--- config.mk ---
export PLATFORM = sky130hd
export DESIGN_NAME = regfile_wr_arbiter_flat
export DESIGN_NICKNAME = d
export VERILOG_FILES = /design/src/rtl/regfile_wr_arbiter_pkg.sv /design/src/rtl/regfile_wr_arbiter_if.sv /design/src/rtl/regfile_wr_arbiter_rr_arbiter.sv /design/src/rtl/regfile_wr_arbiter.sv /design/src/flat_wrapper.sv
export SDC_FILE = /design/constraint.sdc
export NUM_CORES = 1
export LEC_CHECK = 0
export CORE_ASPECT_RATIO = 0.75
export CORE_MARGIN = 2
export CORE_UTILIZATION = 44
export DETAILED_ROUTE_END_ITERATION = 16
export HOLD_SLACK_MARGIN = 0.12
export PLACE_DENSITY = 0.88
export SYNTH_ARGS = -nofsm -noshare
export SYNTH_HDL_FRONTEND = slang
export SYNTH_SLANG_ARGS = --single-unit
--- constraint.sdc ---
create_clock -name clk -period 5.8 [get_ports clk]
set_input_delay 0.87 -clock clk [delete_from_list [all_inputs] [get_ports clk]]
set_output_delay 0.87 -clock clk [all_outputs]
set_load 0.02 [all_outputs]
--- src/rtl/regfile_wr_arbiter_pkg.sv ---
// Shared definitions for the register-bank write arbiter.
//   NUM_REG / ADDR_W / DATA_W : geometry of the 8x32 register bank
//   CNT_W                     : width of the optional per-requester grant counters
//   state_t                   : arbiter FSM states
package rfarb_pkg;

  localparam int unsigned NUM_REG = 8;
  localparam int unsigned ADDR_W  = 3;
  localparam int unsigned DATA_W  = 32;
  localparam int unsigned CNT_W   = 16;

  typedef enum logic {
    IDLE,
    CLEAR
  } state_t;

endpackage

--- src/rtl/regfile_wr_arbiter_if.sv ---
// Requester-side write handshake bundle, one slice per requester.
//   req_valid [NUM_REQ]         requester i holds a write
//   req_addr  [NUM_REQ*ADDR_W]  slice i = target register of requester i
//   req_data  [NUM_REQ*DATA_W]  slice i = write data of requester i
//   req_ready [NUM_REQ]         one-hot grant from the arbiter
// Modports: master = requesters, slave = arbiter.
interface regfile_wr_arbiter_if #(
  parameter int unsigned NUM_REQ = 4
) ();

  logic [NUM_REQ-1:0]                   req_valid;
  logic [NUM_REQ*rfarb_pkg::ADDR_W-1:0] req_addr;
  logic [NUM_REQ*rfarb_pkg::DATA_W-1:0] req_data;
  logic [NUM_REQ-1:0]                   req_ready;

  modport master (
    output req_valid,
    output req_addr,
    output req_data,
    input  req_ready
  );

  modport slave (
    input  req_valid,
    input  req_addr,
    input  req_data,
    output req_ready
  );

endinterface

--- src/rtl/regfile_wr_arbiter_rr_arbiter.sv ---
// Combinational round-robin arbiter.
//   req    [NUM_REQ] request vector
//   ptr    [PTR_W]   highest-priority index for this cycle
//   grant  [NUM_REQ] one-hot grant (all-0 when no request)
//   winner [PTR_W]   index of the granted request (0 when none)
// The winner is the first set request at or after ptr, searching upward
// modulo NUM_REQ.
module rr_arbiter #(
  parameter  int unsigned NUM_REQ = 4,
  localparam int unsigned PTR_W   = (NUM_REQ > 1) ? $clog2(NUM_REQ) : 1
) (
  input  logic [NUM_REQ-1:0] req,
  input  logic [PTR_W-1:0]   ptr,
  output logic [NUM_REQ-1:0] grant,
  output logic [PTR_W-1:0]   winner
);

  logic        found;
  int unsigned idx;

  always_comb begin
    grant  = '0;
    winner = '0;
    found  = 1'b0;
    idx    = 0;
    for (int unsigned k = 0; k < NUM_REQ; k++) begin
      idx = (32'(ptr) + k) % NUM_REQ;
      if (!found && req[idx]) begin
        found      = 1'b1;
        grant[idx] = 1'b1;
        winner     = PTR_W'(idx);
      end
    end
  end

endmodule

--- src/rtl/regfile_wr_arbiter.sv ---
// Write-port arbiter for the 8x32 register bank.
//   clk       rising-edge clock
//   reset_n   asynchronous active-low reset
//   req_bus   requester handshake bundle (slave modport)
//   clr_req   pulse: start a bank-wide clear (regs 0..7 written with 0)
//   busy      high while the clear sequence runs
//   clr_done  1-cycle pulse alongside the last clear write
//   rf_en     registered one-hot write enable to the bank
//   rf_d_in   registered write data to the bank
//   grant_cnt per-requester saturating handshake counters, 16 bits each
//             (present only when RFARB_STATS_EN is defined)
module regfile_wr_arbiter
  import rfarb_pkg::*;
#(
  parameter int unsigned NUM_REQ = 4
) (
  input  logic                      clk,
  input  logic                      reset_n,
  regfile_wr_arbiter_if.slave       req_bus,
  input  logic                      clr_req,
`ifdef RFARB_STATS_EN
  output logic [NUM_REQ*CNT_W-1:0]  grant_cnt,
`endif
  output logic                      busy,
  output logic                      clr_done,
  output logic [NUM_REG-1:0]        rf_en,
  output logic [DATA_W-1:0]         rf_d_in
);

  localparam int unsigned PTR_W = (NUM_REQ > 1) ? $clog2(NUM_REQ) : 1;

  state_t              state, state_nxt;
  logic [ADDR_W-1:0]   clr_cnt, clr_cnt_nxt;
  logic [PTR_W-1:0]    rr_ptr, rr_ptr_nxt;
  logic [PTR_W-1:0]    winner;
  logic [NUM_REQ-1:0]  grant;
  logic [NUM_REQ-1:0]  ready;
  logic                hs;
  logic [ADDR_W-1:0]   win_addr;
  logic [DATA_W-1:0]   win_data;
  logic [NUM_REG-1:0]  rf_en_nxt;
  logic [DATA_W-1:0]   rf_d_nxt;
  logic                clr_done_nxt;

  rr_arbiter #(.NUM_REQ(NUM_REQ)) u_rr (
    .req    (req_bus.req_valid),
    .ptr    (rr_ptr),
    .grant  (grant),
    .winner (winner)
  );

  // Ready is suppressed during reset, outside IDLE, and when a clear
  // request takes priority in the same cycle.
  assign ready             = (reset_n && (state == IDLE) && !clr_req) ? grant : '0;
  assign req_bus.req_ready = ready;
  assign hs                = |ready;
  assign win_addr          = req_bus.req_addr[32'(winner)*ADDR_W +: ADDR_W];
  assign win_data          = req_bus.req_data[32'(winner)*DATA_W +: DATA_W];
  assign busy              = (state == CLEAR);

  always_comb begin
    state_nxt    = state;
    clr_cnt_nxt  = clr_cnt;
    rr_ptr_nxt   = rr_ptr;
    rf_en_nxt    = '0;
    rf_d_nxt     = rf_d_in;
    clr_done_nxt = 1'b0;
    case (state)
      IDLE: begin
        if (clr_req) begin
          state_nxt   = CLEAR;
          clr_cnt_nxt = '0;
        end else if (hs) begin
          rf_en_nxt  = NUM_REG'(1) << win_addr;
          rf_d_nxt   = win_data;
          rr_ptr_nxt = (winner == PTR_W'(NUM_REQ - 1)) ? '0 : winner + 1'b1;
        end
      end
      CLEAR: begin
        rf_en_nxt   = NUM_REG'(1) << clr_cnt;
        rf_d_nxt    = '0;
        clr_cnt_nxt = clr_cnt + 1'b1;
        if (clr_cnt == ADDR_W'(NUM_REG - 1)) begin
          clr_done_nxt = 1'b1;
          state_nxt    = IDLE;
        end
      end
      default: state_nxt = IDLE;
    endcase
  end

  always_ff @(posedge clk or negedge reset_n) begin
    if (!reset_n) begin
      state    <= IDLE;
      clr_cnt  <= '0;
      rr_ptr   <= '0;
      rf_en    <= '0;
      rf_d_in  <= '0;
      clr_done <= 1'b0;
    end else begin
      state    <= state_nxt;
      clr_cnt  <= clr_cnt_nxt;
      rr_ptr   <= rr_ptr_nxt;
      rf_en    <= rf_en_nxt;
      rf_d_in  <= rf_d_nxt;
      clr_done <= clr_done_nxt;
    end
  end

`ifdef RFARB_STATS_EN
  for (genvar g = 0; g < NUM_REQ; g++) begin : g_cnt
    logic [CNT_W-1:0] cnt;
    always_ff @(posedge clk or negedge reset_n) begin
      if (!reset_n) begin
        cnt <= '0;
      end else if (ready[g] && (cnt != '1)) begin
        cnt <= cnt + 1'b1;
      end
    end
    assign grant_cnt[g*CNT_W +: CNT_W] = cnt;
  end
`endif

endmodule

--- src/flat_wrapper.sv ---
// flat-port wrapper written by rule: the top's interface ports become plain ports
module regfile_wr_arbiter_flat import rfarb_pkg::*;
#(
  parameter int unsigned NUM_REQ = 4
)
  (clk, reset_n, clr_req, busy, clr_done, rf_en, rf_d_in, req_bus_req_valid, req_bus_req_addr, req_bus_req_data, req_bus_req_ready);
  regfile_wr_arbiter_if #(.NUM_REQ(NUM_REQ)) req_bus_i ();
  input  logic clk;
  input  logic reset_n;
  input  logic clr_req;
  output logic busy;
  output logic clr_done;
  output logic [NUM_REG-1:0] rf_en;
  output logic [DATA_W-1:0] rf_d_in;
  input wire logic [$bits(req_bus_i.req_valid)-1:0] req_bus_req_valid;
  input wire logic [$bits(req_bus_i.req_addr)-1:0] req_bus_req_addr;
  input wire logic [$bits(req_bus_i.req_data)-1:0] req_bus_req_data;
  output wire logic [$bits(req_bus_i.req_ready)-1:0] req_bus_req_ready;
  assign req_bus_i.req_valid = req_bus_req_valid;
  assign req_bus_i.req_addr = req_bus_req_addr;
  assign req_bus_i.req_data = req_bus_req_data;
  assign req_bus_req_ready = req_bus_i.req_ready;
  regfile_wr_arbiter #(.NUM_REQ(NUM_REQ)) u_core (.clk(clk), .reset_n(reset_n), .req_bus(req_bus_i), .clr_req(clr_req), .busy(busy), .clr_done(clr_done), .rf_en(rf_en), .rf_d_in(rf_d_in));
endmodule
## Yosys cells after proc, flatten, opt, wreduce, memory -nomap -nowiden

Cells that the tools add are included.
W data, S select, Z words.

| operators by class | value |
|---|---|
| add/subtract/negate cells | 5 |
| multiply operators | 1 |
| $lt $le $gt $ge | 8 |
| equality and inequality tests | 5 |
| shift-type cells | 4 |
| multiplexer cells | 42 |
| bitwise gates (word level) | 5 |
| reductions and logical operators | 16 |

Operator list:

| cell | count |
|---|---|
| $shiftx A128 B8 Y32 | 1 |
| $mux W32 | 2 |
| $pmux W32 S2 | 1 |
| $mux W4 | 5 |
| $mux W8 | 2 |
| $pmux W8 S2 | 1 |
| $shl A1 B3 Y8 const A | 2 |
| $mux W1 | 15 |
| $lt A2 B3 Y1 const B | 4 |
| $or A4 B4 Y4 | 3 |
| $shiftx A12 B5 Y3 | 1 |
| $mux W2 | 5 |
| $logic_and A1 B1 Y1 | 9 |
| $bmux W1 S2 | 4 |
| $demux W1 S2 | 4 |
| $ge A2 B1 Y1 const B | 4 |
| $pmux W3 S2 | 1 |
| $add A2 B1 Y2 const B | 2 |
| $add A2 B2 Y2 const B | 2 |
| $logic_not A1 Y1 | 4 |
| $mul A2 B2 Y4 const B | 1 |
| $ne A2 B2 Y1 const B | 2 |
| $reduce_or A4 Y1 | 1 |
| $add A3 B1 Y3 const B | 1 |
| other kinds (8) | 9 |

| word-level totals | value |
|---|---|
| register bits after elaboration | 47 |
| input bits | 147 |
| output and inout bits | 46 |
| logic and storage cells | 92 |

## Logic depth before layout (Yosys ltp)

Gate-level depths: netlist of the first run.

| logic depth | value |
|---|---|
| depth in word-level cells | 18 |
| depth in mapped cells | 13 |
| gate-level depth less buffers | 9 |

## Modules after synthesis

A second synthesis of the first run with hierarchy kept.

| unflattened totals | value |
|---|---|
| cell total of the unflattened synthesis | 312 |
| area total of the unflattened synthesis | 3497.1 µm² |

Modules (own cells, without submodules):

| module | times used | cells an instance | area each (µm²) | seq. area each (µm²) |
|---|---|---|---|---|
| regfile_wr_arbiter | 1 | 247 | 3007.9 | 1176.1 |
| rr_arbiter | 1 | 65 | 489.2 | 0.0 |

## Worst setup path before layout of the first run

No wires, ideal clock.

| path | value |
|---|---|
| path kind | register to register |
| start point | register u_core.rr_ptr[0] |
| end point | register u_core.rf_en[6] |
| setup time | 0.082 ns |
| arrival time | 3.344 ns |
| required time | 5.718 ns |
| slack | 2.373 ns |
| stages on the path, launching flop included | 12 |
| path buffers | 2 |
| clock period less this slack | 3.427 ns |
| cell sequence | dfrtp_1 > buf_2 > clkinv_1 > ha_1 > mux4_2 > nor2b_1 > or3_1 > buf_6 > mux2i_1 > mux4_2 > or2_1 > o22ai_1 |

| between the ends | value |
|---|---|
| word-level cells in the longest chain between the ends | 18 |
| elaborated cells between the ends (all ways) | 59 |
| classes of those cells | add/sub (3); mul (1); order compare (8); shift (2); mux (31); bitwise (3); reduce/logical (11) |

Ends and longest elaborated chain:

| item | line | text |
|---|---|---|
| start, declared | regfile_wr_arbiter.sv:34 | `logic [PTR_W-1:0] rr_ptr, rr_ptr_nxt;` |
| start signal, assigned | regfile_wr_arbiter.sv:103 | `rr_ptr <= rr_ptr_nxt;` |
| parallel branches: the longest is 15 deep, another holds $mul A2 B2 Y4 | -- |  |
| $mux W8 * | regfile_wr_arbiter.sv:73 | `end else if (hs) begin` |
| $mux W8 * | regfile_wr_arbiter.sv:70 | `if (clr_req) begin` |
| $pmux W8 S2 * | regfile_wr_arbiter.sv:68 | `case (state)` |
| named net u_core.rf_en_nxt[6] | regfile_wr_arbiter.sv:41 | `logic [NUM_REG-1:0] rf_en_nxt;` |
| end signal, assigned | regfile_wr_arbiter.sv:104 | `rf_en <= rf_en_nxt;` |
| end, declared | regfile_wr_arbiter.sv:26 | `output logic [NUM_REG-1:0] rf_en,` |

Mark *: on every way through the listed nets, which the timed path passes. The select of a mux whose other input is x is not followed.
A chain may end at the register's enable or synchronous reset.

## Worst setup path in the final report of the first run

| path | value |
|---|---|
| start point | register u_core.rr_ptr[0] |
| end point | output port req_bus_req_ready[0] |

| between the ends | value |
|---|---|
| word-level cells in the longest chain between the ends | 13 |
| elaborated cells between the ends (all ways) | 48 |
| classes of those cells | add/sub (3); order compare (8); mux (24); bitwise (3); reduce/logical (10) |

Ends and longest elaborated chain:

| item | line | text |
|---|---|---|
| parallel branches: the longest is 11 deep, another holds $lt A2 B3 Y1 | -- |  |
| $mux W4 * | regfile_wr_arbiter_rr_arbiter.sv:28 | `if (!found && req[idx]) begin` |
| $mux W4 * | regfile_wr_arbiter.sv:54 | `assign ready = (reset_n && (state == IDLE) && !clr_req) ? grant : '0;` |
| end, declared | flat_wrapper.sv:18 | `output wire logic [$bits(req_bus_i.req_ready)-1:0] req_bus_req_ready;` |

Every way passes the cells marked *. The select of a mux whose other input is x is not followed.

==> impl_metrics.yaml, run 1 <==
placed_design:
  dpl.hpwl_mm: 8.31
  port-buffer-count: 192
  place.gp.congestion: 0.868
  place_area_sq_um: 5610
  placedCellCount: 632
power:
  p_int_w: 0.00128
  p_seq_share_pct: 21.4
  p_leak_nw: 2.41
  p_sw_share_pct: 42.0
  comb_power_share_pct: 68.9
  finalPower_w: 0.00220
  ir_drop_mv: 0.340
  power_density_nw_per_um2: 386
  pwr-share-clk_pct: 9.7
  p_sw_w: 0.000923
sta:
  min_period_ns: 4.71
  drv_slew: 0
  fin_tns_setup_ns: 0
  finalHoldViolCount: 0
  setup_viol: 0
  tightest_slew_ns: 1.02
  fmax_mhz: 212
  rsz0062_at_grt: "no"
  skew_ns: 0.0106
  maxSlewHeadroom_pct: 30.5
  period_share_pct: 81.2
min_path:
  hold_end: "u_core.rf_d_in[31]"
  min_path_cells: 2
  worstHoldStart: "u_core.rf_d_in[31]"
  hold_class: "reg -> reg"
synth:
  syn-num-nets: 515
  synthDominantCellAreaShare_pct: 31.9
  syn_avg_cell_area_sq_um: 10.4
  syn_inst: 355
  netlist_area_sq_um: 3680
  ys_seq_area_share_pct: 31.9
  synth_most_common_cell: "mux2i_1"
  synth-main-ff-cell: "dfrtp_1"
  synth_enable_flop_cells: 0
  yosys_register_bits: 47
  synth_cell_types: 46
  yosysTopAreaCell: "dfrtp_1"
  synth_common_cells: "mux2i_1, dfrtp_1, mux2_2, nand3_1, o21ai_1"
  synth_warnings: 0
  async_flop_share_pct: 100
  yosys-top-cells-area: "dfrtp_1, mux2i_1, mux2_2, ha_1, nand3_1"
cells_and_area:
  areaGrowthSynthToFinish_pct: 54.8
  antenna_cells: 0
  multiInputGateArea_sq_um: 2310
  fillers: 609
  fin_cells: 640
  seq_area_sq_um: 1180
  fin_nets: 694
  drive_gt1_share_pct: 11.8
  final_area_sq_um: 5710
drt:
  dr.pass1.iters: 4
  drc: 0
  routed_via_density: 5.47
  detail_route.wl_per_cell_um: 16.6
  routed_wirelength_mm: 10.6
  vias: 3503
  antenna_left: 0
  drt_iter0_markers: 134
setup_path:
  cp_top_family: "buffers and inverters"
  path_cells: "clkinv_1, ha_1, or3_1, a21oi_1, o21ai_0, a21oi_1, a21o_1, clkdlybuf4s50_1"
  start_kind: "flop"
  reg2reg_to: "u_core.rf_d_in[27]"
  critical_path_class: "reg -> out"
  critPathCaptureType: "primary output"
  ff2ff_setup_slack_ns: 1.57
  r2r_cells: 10
  critPathMostFrequentCell: "a21oi_1"
  timing.critical_path.buf_inv: 2
  cp_slowest_cell: "dfrtp_1"
  cp_max_fo: 18
  cp.required_ns: 4.93
  r2r-start: "u_core.rr_ptr[0]"
  slowest_delay_ns: 0.76
  worstPathArrival_ns: 3.84
global_routing:
  grt_pass1_vias: 3591
  grt_max_degree: 67
  grt_first_pass_wirelength_mm: 17.0
  grt_usage_pct: 23.3
  antenna_found_initial: 0
  overflow: 0
clocking:
  numCtsBuffers: 5
  cts_buffer_depth: 2
  cts_htree_levels: 2
  holdBufCountCts: 0
  cts_tree: "yes"
  post-cts-setup-buffers: 0
  insertion_delay_ns: 0.29
  cts_root_buffer: "clkbuf_8"
  clkSlewWorstSetupHoldPaths_ns: 0.08
  cts.sinks: 47
  cts_resized: 0
floorplan:
  die_h_um: 83.3
  core_area_sq_um: 8020
  initial_core_util_pct: 45.9
  die_w_um: 110
  fp.dieArea_sq_um: 9130
  io_pins: 193
  num_rows: 28
run:
  cap_violations: 0
status:
  status: "complete, no violations"
[cell type report]
type / instances / share of cell area (%)
clock buffer: 8 / 1.75
sequential: 47 / 20.6
tap: 105 / 2.30
inverter: 7 / 0.461
multi-input combinational: 277 / 40.5
timing repair buffer: 196 / 34.3
[how the worst max path moves through the flow]
stage          slack, ns        startpoint                    to  cells after the start
6_report            1.09  u_core.rr_ptr[0]  req_bus_req_ready[0]                      8
3_3_place_gp        1.60  u_core.rr_ptr[0]  req_bus_req_ready[2]                      8
5_1_grt             0.80  u_core.rr_ptr[0]  req_bus_req_ready[0]                      8
3_5_place_dp        1.45  u_core.rr_ptr[0]  req_bus_req_ready[0]                      8
2_1_floorplan       2.37  u_core.rr_ptr[0]       u_core.rf_en[6]                     11
4_1_cts             1.12  u_core.rr_ptr[0]  req_bus_req_ready[0]                      8
[power groups by stage]
stage          clock, W  sequential, W  combinational, W
6_report       0.000214       0.000470           0.00152
5_1_grt        0.000235       0.000482           0.00164
4_1_cts        0.000220       0.000471           0.00152
3_5_place_dp          0       0.000477           0.00152
3_3_place_gp          0       0.000470           0.00147
2_1_floorplan         0       0.000527           0.00115
[cell families (layout without fill, tap and decap cells)]
| family | Yosys count | in the layout | synth area share [%] |
|---|---|---|---|
| AO/OA/AOI/OAI | 75 | 75 | 13.1 |
| XOR/XNOR | 1 | 1 | 0.238 |
| adder cells (fa/ha/maj) | 13 | 13 | 4.41 |
| buffers and inverters | 31 | 211 | 5.77 |
| flip-flops | 47 | 47 | 31.9 |
| multiplexers | 114 | 114 | 34.1 |
| AND/OR/NAND/NOR | 74 | 74 | 10.5 |
[per-stage QoR]
| stage | setup WS [ns] | utilization [%] | hold slack (ns) |
|---|---|---|---|
| after global placement | 1.60 | 69.9 | 0.497 |
| after detailed placement | 1.45 | 69.9 | 0.505 |
| after floorplan | 2.37 | - | 0.515 |
| after global routing | 0.799 | 71.1 | 0.562 |
| final | 1.09 | 71.1 | 0.517 |
| after CTS | 1.12 | 71.1 | 0.524 |
[registers in the layout (all words and copies together), names as in the netlist]
signal           flops
u_core.busy          1
u_core.rr_ptr        2
u_core.clr_cnt       3
u_core.clr_done      1
u_core.rf_en         8
u_core.rf_d_in      32
[layout by cell type, fill, tap and decap left out, types with 2 or more instances in the layout]
cell	Yosys	layout
mux2i_1	76	76
a21o_1	4	4
or3_1	2	2
or2_1	2	2
o21ai_1	25	25
ha_1	13	13
a21oi_1	10	10
nand2b_1	4	4
clkdlybuf4s50_1	0	191
clkinv_1	2	2
inv_1	5	5
dfrtp_1	47	47
nor3b_1	2	2
mux2_2	32	32
o22ai_1	7	7
a22o_1	5	5
nor2b_1	2	2
nand2_1	13	13
mux4_2	6	6
nor2_1	8	8
nand3_1	32	32
o21ai_2	8	8
o21ai_0	8	8
clkbuf_8	0	7
buf_4	0	3
[layer usage]
metal / GRT usage, % / share of wire [%]
met5: 0 / 0
met3: 6.12 / 8.2
met4: 5.98 / 1.9
met2: 42.0 / 50
met1: 27.1 / 40
[worst min-delay path, stage by stage, from the launching register on]
cell	delay, ns
dfrtp_1	0.35
nand3_1	0.07
o21ai_1	0.06
No activity file was read; power rests on OpenSTA's default activity.
==> run 2, diff against run 1 <==
--- a/config.mk
+++ b/config.mk
@@ -7,10 +7,10 @@
 export LEC_CHECK = 0
 export CORE_ASPECT_RATIO = 0.75
 export CORE_MARGIN = 2
-export CORE_UTILIZATION = 44
+export CORE_UTILIZATION = 40
 export DETAILED_ROUTE_END_ITERATION = 16
 export HOLD_SLACK_MARGIN = 0.12
-export PLACE_DENSITY = 0.88
+export PLACE_DENSITY = 0.81
 export SYNTH_ARGS = -nofsm -noshare
 export SYNTH_HDL_FRONTEND = slang
 export SYNTH_SLANG_ARGS = --single-unit
==> constraint.sdc (replaced) <==
create_clock -name clk -period 4.8 [get_ports clk]
set_input_delay 0.72 -clock clk [delete_from_list [all_inputs] [get_ports clk]]
set_output_delay 0.72 -clock clk [all_outputs]
set_load 0.02 [all_outputs]
==> impl_metrics.yaml, run 2 (synthesis gave the netlist of run 1 again) <==
clocking:
  holdBufCountCts: 0
  cts_htree_levels: 2
  post-cts-setup-buffers: 0
  cts_resized: 0
  clkSlewWorstSetupHoldPaths_ns: 0.06
  cts.sinks: 47
  cts_root_buffer: "clkbuf_16"
  cts_buffer_depth: 2
  numCtsBuffers: 5
  cts_tree: "yes"
  insertion_delay_ns: 0.28
drt:
  routed_wirelength_mm: 10.4
  routed_via_density: 5.32
  drt_iter0_markers: 137
  dr.pass1.iters: 4
  detail_route.wl_per_cell_um: 16.1
  drc: 0
  antenna_left: 0
  vias: 3441
setup_path:
  cp_max_fo: 18
  timing.critical_path.buf_inv: 2
  reg2reg_to: "u_core.rf_d_in[12]"
  r2r_cells: 10
  path_cells: "clkinv_1, ha_1, mux4_2, nor2b_1, a22o_1, a21o_1, clkdlybuf4s50_1"
  critical_path_class: "reg -> out"
  slowest_delay_ns: 0.78
  cp_slowest_cell: "dfrtp_1"
  worstPathArrival_ns: 3.45
  ff2ff_setup_slack_ns: 0.76
  start_kind: "flop"
  startpoint: "u_core.rr_ptr[0]"
  critPathCaptureType: "primary output"
  cp_top_family: "buffers and inverters"
  cp.required_ns: 4.08
  endpoint: "req_bus_req_ready[1]"
  r2r-start: "u_core.rr_ptr[0]"
  crit_cells: 7
cells_and_area:
  fin_nets: 695
  areaGrowthSynthToFinish_pct: 56.9
  layout_common_cells: "clkdlybuf4s50_1, mux2i_1, dfrtp_1"
  drive_gt1_share_pct: 11.8
  antenna_cells: 0
  largest_reg_flops: 32
  reg.largest.list: "u_core.rf_d_in x32, u_core.rf_en x8, u_core.clr_cnt x3"
  regMostFlops: "u_core.rf_d_in"
  fillers: 746
  final_common_cell: "clkdlybuf4s50_1"
  fin_cells: 647
sta:
  maxSlewHeadroom_pct: 34.3
  period_share_pct: 86.9
  tightest_slew_ns: 0.979
  fmax_mhz: 240
  min_period_ns: 4.17
  drv_slew: 0
  fin_tns_setup_ns: 0
  finalHoldViolCount: 0
  rsz0062_at_grt: "no"
  skew_ns: 0.00590
  setup_viol: 0
floorplan:
  die_w_um: 115
  fp.dieArea_sq_um: 10000
  num_rows: 30
  io_pins: 193
  initial_core_util_pct: 40.9
  core_area_sq_um: 9010
  die_h_um: 87.1
global_routing:
  grt_pass1_vias: 3338
  grt_max_degree: 67
  antenna_found_initial: 0
  grt_usage_pct: 20.2
  overflow: 0
  grt_first_pass_wirelength_mm: 16.1
power:
  p_leak_nw: 2.44
  power_density_nw_per_um2: 480
  finalPower_w: 0.00278
  ir_drop_mv: 0.389
run:
  cap_violations: 0
placed_design:
  place.gp.congestion: 0.909
  dpl.hpwl_mm: 8.17
  port-buffer-count: 192
  placedCellCount: 640
min_path:
  hold_class: "reg -> reg"
status:
  status: "complete, no violations"
run 2: changes by cell type in the layout (fill, tap and decap cells not counted), sizes merged:
cell    previous run  this run
bufinv             0         1
clkbuf             8         6
buf                5         6
run 2: worst min-delay path, cell delays in order (launching register included):
cell	delay, ns
dfrtp_1	0.34
nand3_1	0.07
o21ai_1	0.07
run 2: area by class of cell:
cell class | instances | area (sq um) | share of cell area [%]
Tap cell | 112 | 140 | 2.42
Clock buffer | 6 | 129 | 2.23
Multi-Input combinational cell | 277 | 2310 | 40.0
Sequential cell | 47 | 1180 | 20.3
Clock inverter | 1 | 30.0 | 0.519
Timing Repair Buffer | 197 | 1970 | 34.0
Inverter | 7 | 26.3 | 0.455
run 2: where the power goes:
part | internal (W) | switching (W) | total, W
Combinational | 0.000930 | 0.000899 | 0.00183
Sequential | 0.000486 | 0.0000858 | 0.000571
Clock | 0.000243 | 0.000135 | 0.000377
Total | 0.00166 | 0.00112 | 0.00278
run 2: how the worst min path moves through the flow:
| stage | from | to | slack (ns) | cells past startpoint |
|---|---|---|---|---|
| floorplan | reset_n | u_core.busy | 0.42 | 0 |
| global placement | u_core.rf_d_in[5] | u_core.rf_d_in[5] | 0.50 | 2 |
| detailed placement | u_core.rf_d_in[17] | u_core.rf_d_in[17] | 0.50 | 2 |
| CTS | u_core.rf_d_in[17] | u_core.rf_d_in[17] | 0.52 | 2 |
| global route | u_core.rf_d_in[5] | u_core.rf_d_in[5] | 0.54 | 2 |
| finish | u_core.rf_d_in[16] | u_core.rf_d_in[16] | 0.51 | 2 |
run 2: routing by layer:
| metal | vias up | share of wire (%) | wire, um | track usage (%) |
|---|---|---|---|---|
| met5 | - | 0 | 0 | 0 |
| met4 | 0 | 1.2 | 127 | 3.83 |
| met3 | 12 | 8.3 | 863 | 5.64 |
| met2 | 135 | 51 | 5310 | 36.9 |
| met1 | 1620 | 39 | 4110 | 24.1 |
| li1 | 1674 | - | - | - |
run 2: through the flow:
step	setup slack [ns]	hold slack (ns)	utilization, %	area [sq um]
2_1_floorplan	1.37	0.424	-	3680
3_3_place_gp	0.972	0.498	62.4	5620
3_5_place_dp	0.753	0.504	62.4	5620
4_1_cts	0.650	0.516	64.2	5780
5_1_grt	0.377	0.539	64.2	5780
6_report	0.630	0.514	64.2	5780
==> run 3, diff against run 2 <==
--- a/config.mk
+++ b/config.mk
@@ -11,6 +11,7 @@
 export DETAILED_ROUTE_END_ITERATION = 16
 export HOLD_SLACK_MARGIN = 0.12
 export PLACE_DENSITY = 0.81
+export RECOVER_POWER = 25
 export SYNTH_ARGS = -nofsm -noshare
 export SYNTH_HDL_FRONTEND = slang
 export SYNTH_SLANG_ARGS = --single-unit
==> impl_metrics.yaml, run 3 (synthesis gave the netlist of run 1 again) <==
sta:
  finalHoldViolCount: 0
  skew_ns: 0.00590
  drv_slew: 48
  fin_tns_setup_ns: 0
  tightest_slew_ns: 2.45
  period_share_pct: 86.9
  setup_viol: 0
  min_period_ns: 4.17
  rsz0062_at_grt: "no"
  maxSlewHeadroom_pct: -63.4
  fmax_mhz: 240
  fin_ws_ns: 0.630
setup_path:
  worstPathArrival_ns: 3.45
  cp_slowest_cell: "dfrtp_1"
  critPathCaptureType: "primary output"
  cp.required_ns: 4.08
  cp_max_fo: 18
  startpoint: "u_core.rr_ptr[0]"
  critical_path_class: "reg -> out"
  r2r-start: "u_core.rr_ptr[0]"
  timing.critical_path.buf_inv: 2
  slowest_delay_ns: 0.78
  start_kind: "flop"
  path_cells: "clkinv_1, ha_1, mux4_2, nor2b_1, a22o_1, a21o_1, clkdlybuf4s50_1"
  cp_top_family: "buffers and inverters"
cells_and_area:
  antenna_cells: 0
  final_util_pct: 64.1
  fin_nets: 695
  areaGrowthSynthToFinish_pct: 56.7
  drive_gt1_share_pct: 11.4
  fillers: 748
  layout_common_cells: "clkdlybuf4s50_1, mux2i_1, dfrtp_1"
  final_common_cell: "clkdlybuf4s50_1"
  reg.largest.list: "u_core.rf_d_in x32, u_core.rf_en x8, u_core.clr_cnt x3"
  fin_cells: 647
  regMostFlops: "u_core.rf_d_in"
  largest_reg_flops: 32
  final_area_sq_um: 5780
placed_design:
  dpl.hpwl_mm: 8.17
  place.gp.congestion: 0.909
  place_area_sq_um: 5620
  place_ws_ns: 0.753
  port-buffer-count: 192
  placedCellCount: 640
drt:
  drt_iter0_markers: 137
  detail_route.wl_per_cell_um: 16.1
  dr.pass1.iters: 4
  routed_via_density: 5.32
  routed_wirelength_mm: 10.4
  drc: 0
  antenna_left: 0
  vias: 3441
clocking:
  clkSlewWorstSetupHoldPaths_ns: 0.06
  post-cts-setup-buffers: 0
  cts_resized: 0
  cts_tree: "yes"
  cts.sinks: 47
  holdBufCountCts: 0
  cts_buffer_depth: 2
  numCtsBuffers: 5
  cts_htree_levels: 2
  insertion_delay_ns: 0.28
  cts_root_buffer: "clkbuf_16"
power:
  power_density_nw_per_um2: 481
  pwr-share-clk_pct: 13.6
  ir_drop_mv: 0.389
  p_sw_share_pct: 40.3
  p_leak_nw: 2.43
  comb_power_share_pct: 65.8
  p_int_w: 0.00166
  p_seq_share_pct: 20.6
  p_sw_w: 0.00112
min_path:
  hold_class: "reg -> reg"
  worstHoldStart: "u_core.rf_d_in[16]"
floorplan:
  num_rows: 30
  die_w_um: 115
  die_h_um: 87.1
  core_area_sq_um: 9010
  initial_core_util_pct: 40.9
  fp.dieArea_sq_um: 10000
  io_pins: 193
global_routing:
  grt_pass1_vias: 3338
  overflow: 0
  grt_usage_pct: 20.2
  grt_first_pass_wirelength_mm: 16.1
  grt_max_degree: 67
  antenna_found_initial: 0
status:
  violations: "max-capacitance violations, max-slew violations"
  status: "finished with violations"
run:
  cap_violations: 1
==> run 3: cell types whose count changed in the layout (fill, tap and decap cells not counted) <==
| cell | before | now |
|---|---|---|
| clkbuf_1 | 1 | 3 |
| buf_2 | 1 | 0 |
| buf_4 | 4 | 3 |
==> run 3: power by group through the flow <==
stage | Clock (W) | Combinational (W) | Sequential [W]
2_1_floorplan | 0 | 0.00138 | 0.000637
3_3_place_gp | 0 | 0.00179 | 0.000572
3_5_place_dp | 0 | 0.00184 | 0.000579
4_1_cts | 0.000385 | 0.00185 | 0.000572
5_1_grt | 0.000407 | 0.00197 | 0.000586
6_report | 0.000377 | 0.00183 | 0.000571
==> run 3: metal layers <==
metal  global-route usage (%)  share of wire (%)  vias up  routed length [um]
li1                         -                  -     1674                   -
met1                     24.1                 39     1620                4100
met2                     36.9                 51      135                5310
met3                     5.64                8.4       12                 870
met4                     3.83                1.2        0                 127
met5                        0                  0        -                   0
==> run 3: layout make-up <==
cell class	count	area [sq um]	share of cell area [%]
multi-input cells	277	2310	40.0
repair buffers	197	1960	34.0
flip-flops and latches	47	1180	20.4
well taps	112	140	2.43
clock buffers	6	129	2.23
clock inverters	1	30.0	0.520
inverters	7	26.3	0.455
==> run 3: worst paths after layout <==
| check | depth (start not counted) | to | slack, ns |
|---|---|---|---|
| hold / removal | 2 | u_core.rf_d_in[16] | 0.51 |
| setup / recovery | 7 | req_bus_req_ready[1] | 0.63 |
| hold reg to reg | 2 | u_core.rf_d_in[16] | 0.51 |
| setup reg to reg | 10 | u_core.rf_d_in[12] | 0.76 |
| max in group asynchronous | 2 | u_core.rr_ptr[1] | 2.03 |
| min in group asynchronous | 2 | u_core.rf_en[4] | 1.36 |
==> run 3: stage by stage <==
step           power, W  hold slack [ns]
2_1_floorplan   0.00202            0.424
3_3_place_gp    0.00236            0.498
3_5_place_dp    0.00242            0.504
4_1_cts         0.00280            0.516
5_1_grt         0.00297            0.539
6_report        0.00278            0.514
==> run 3: worst min-delay path, delay by kind of cell, from the launching register on <==
kind / cells / cell delay [ns]
flops: 1 / 0.34
compound gates: 1 / 0.07
simple gates: 1 / 0.07
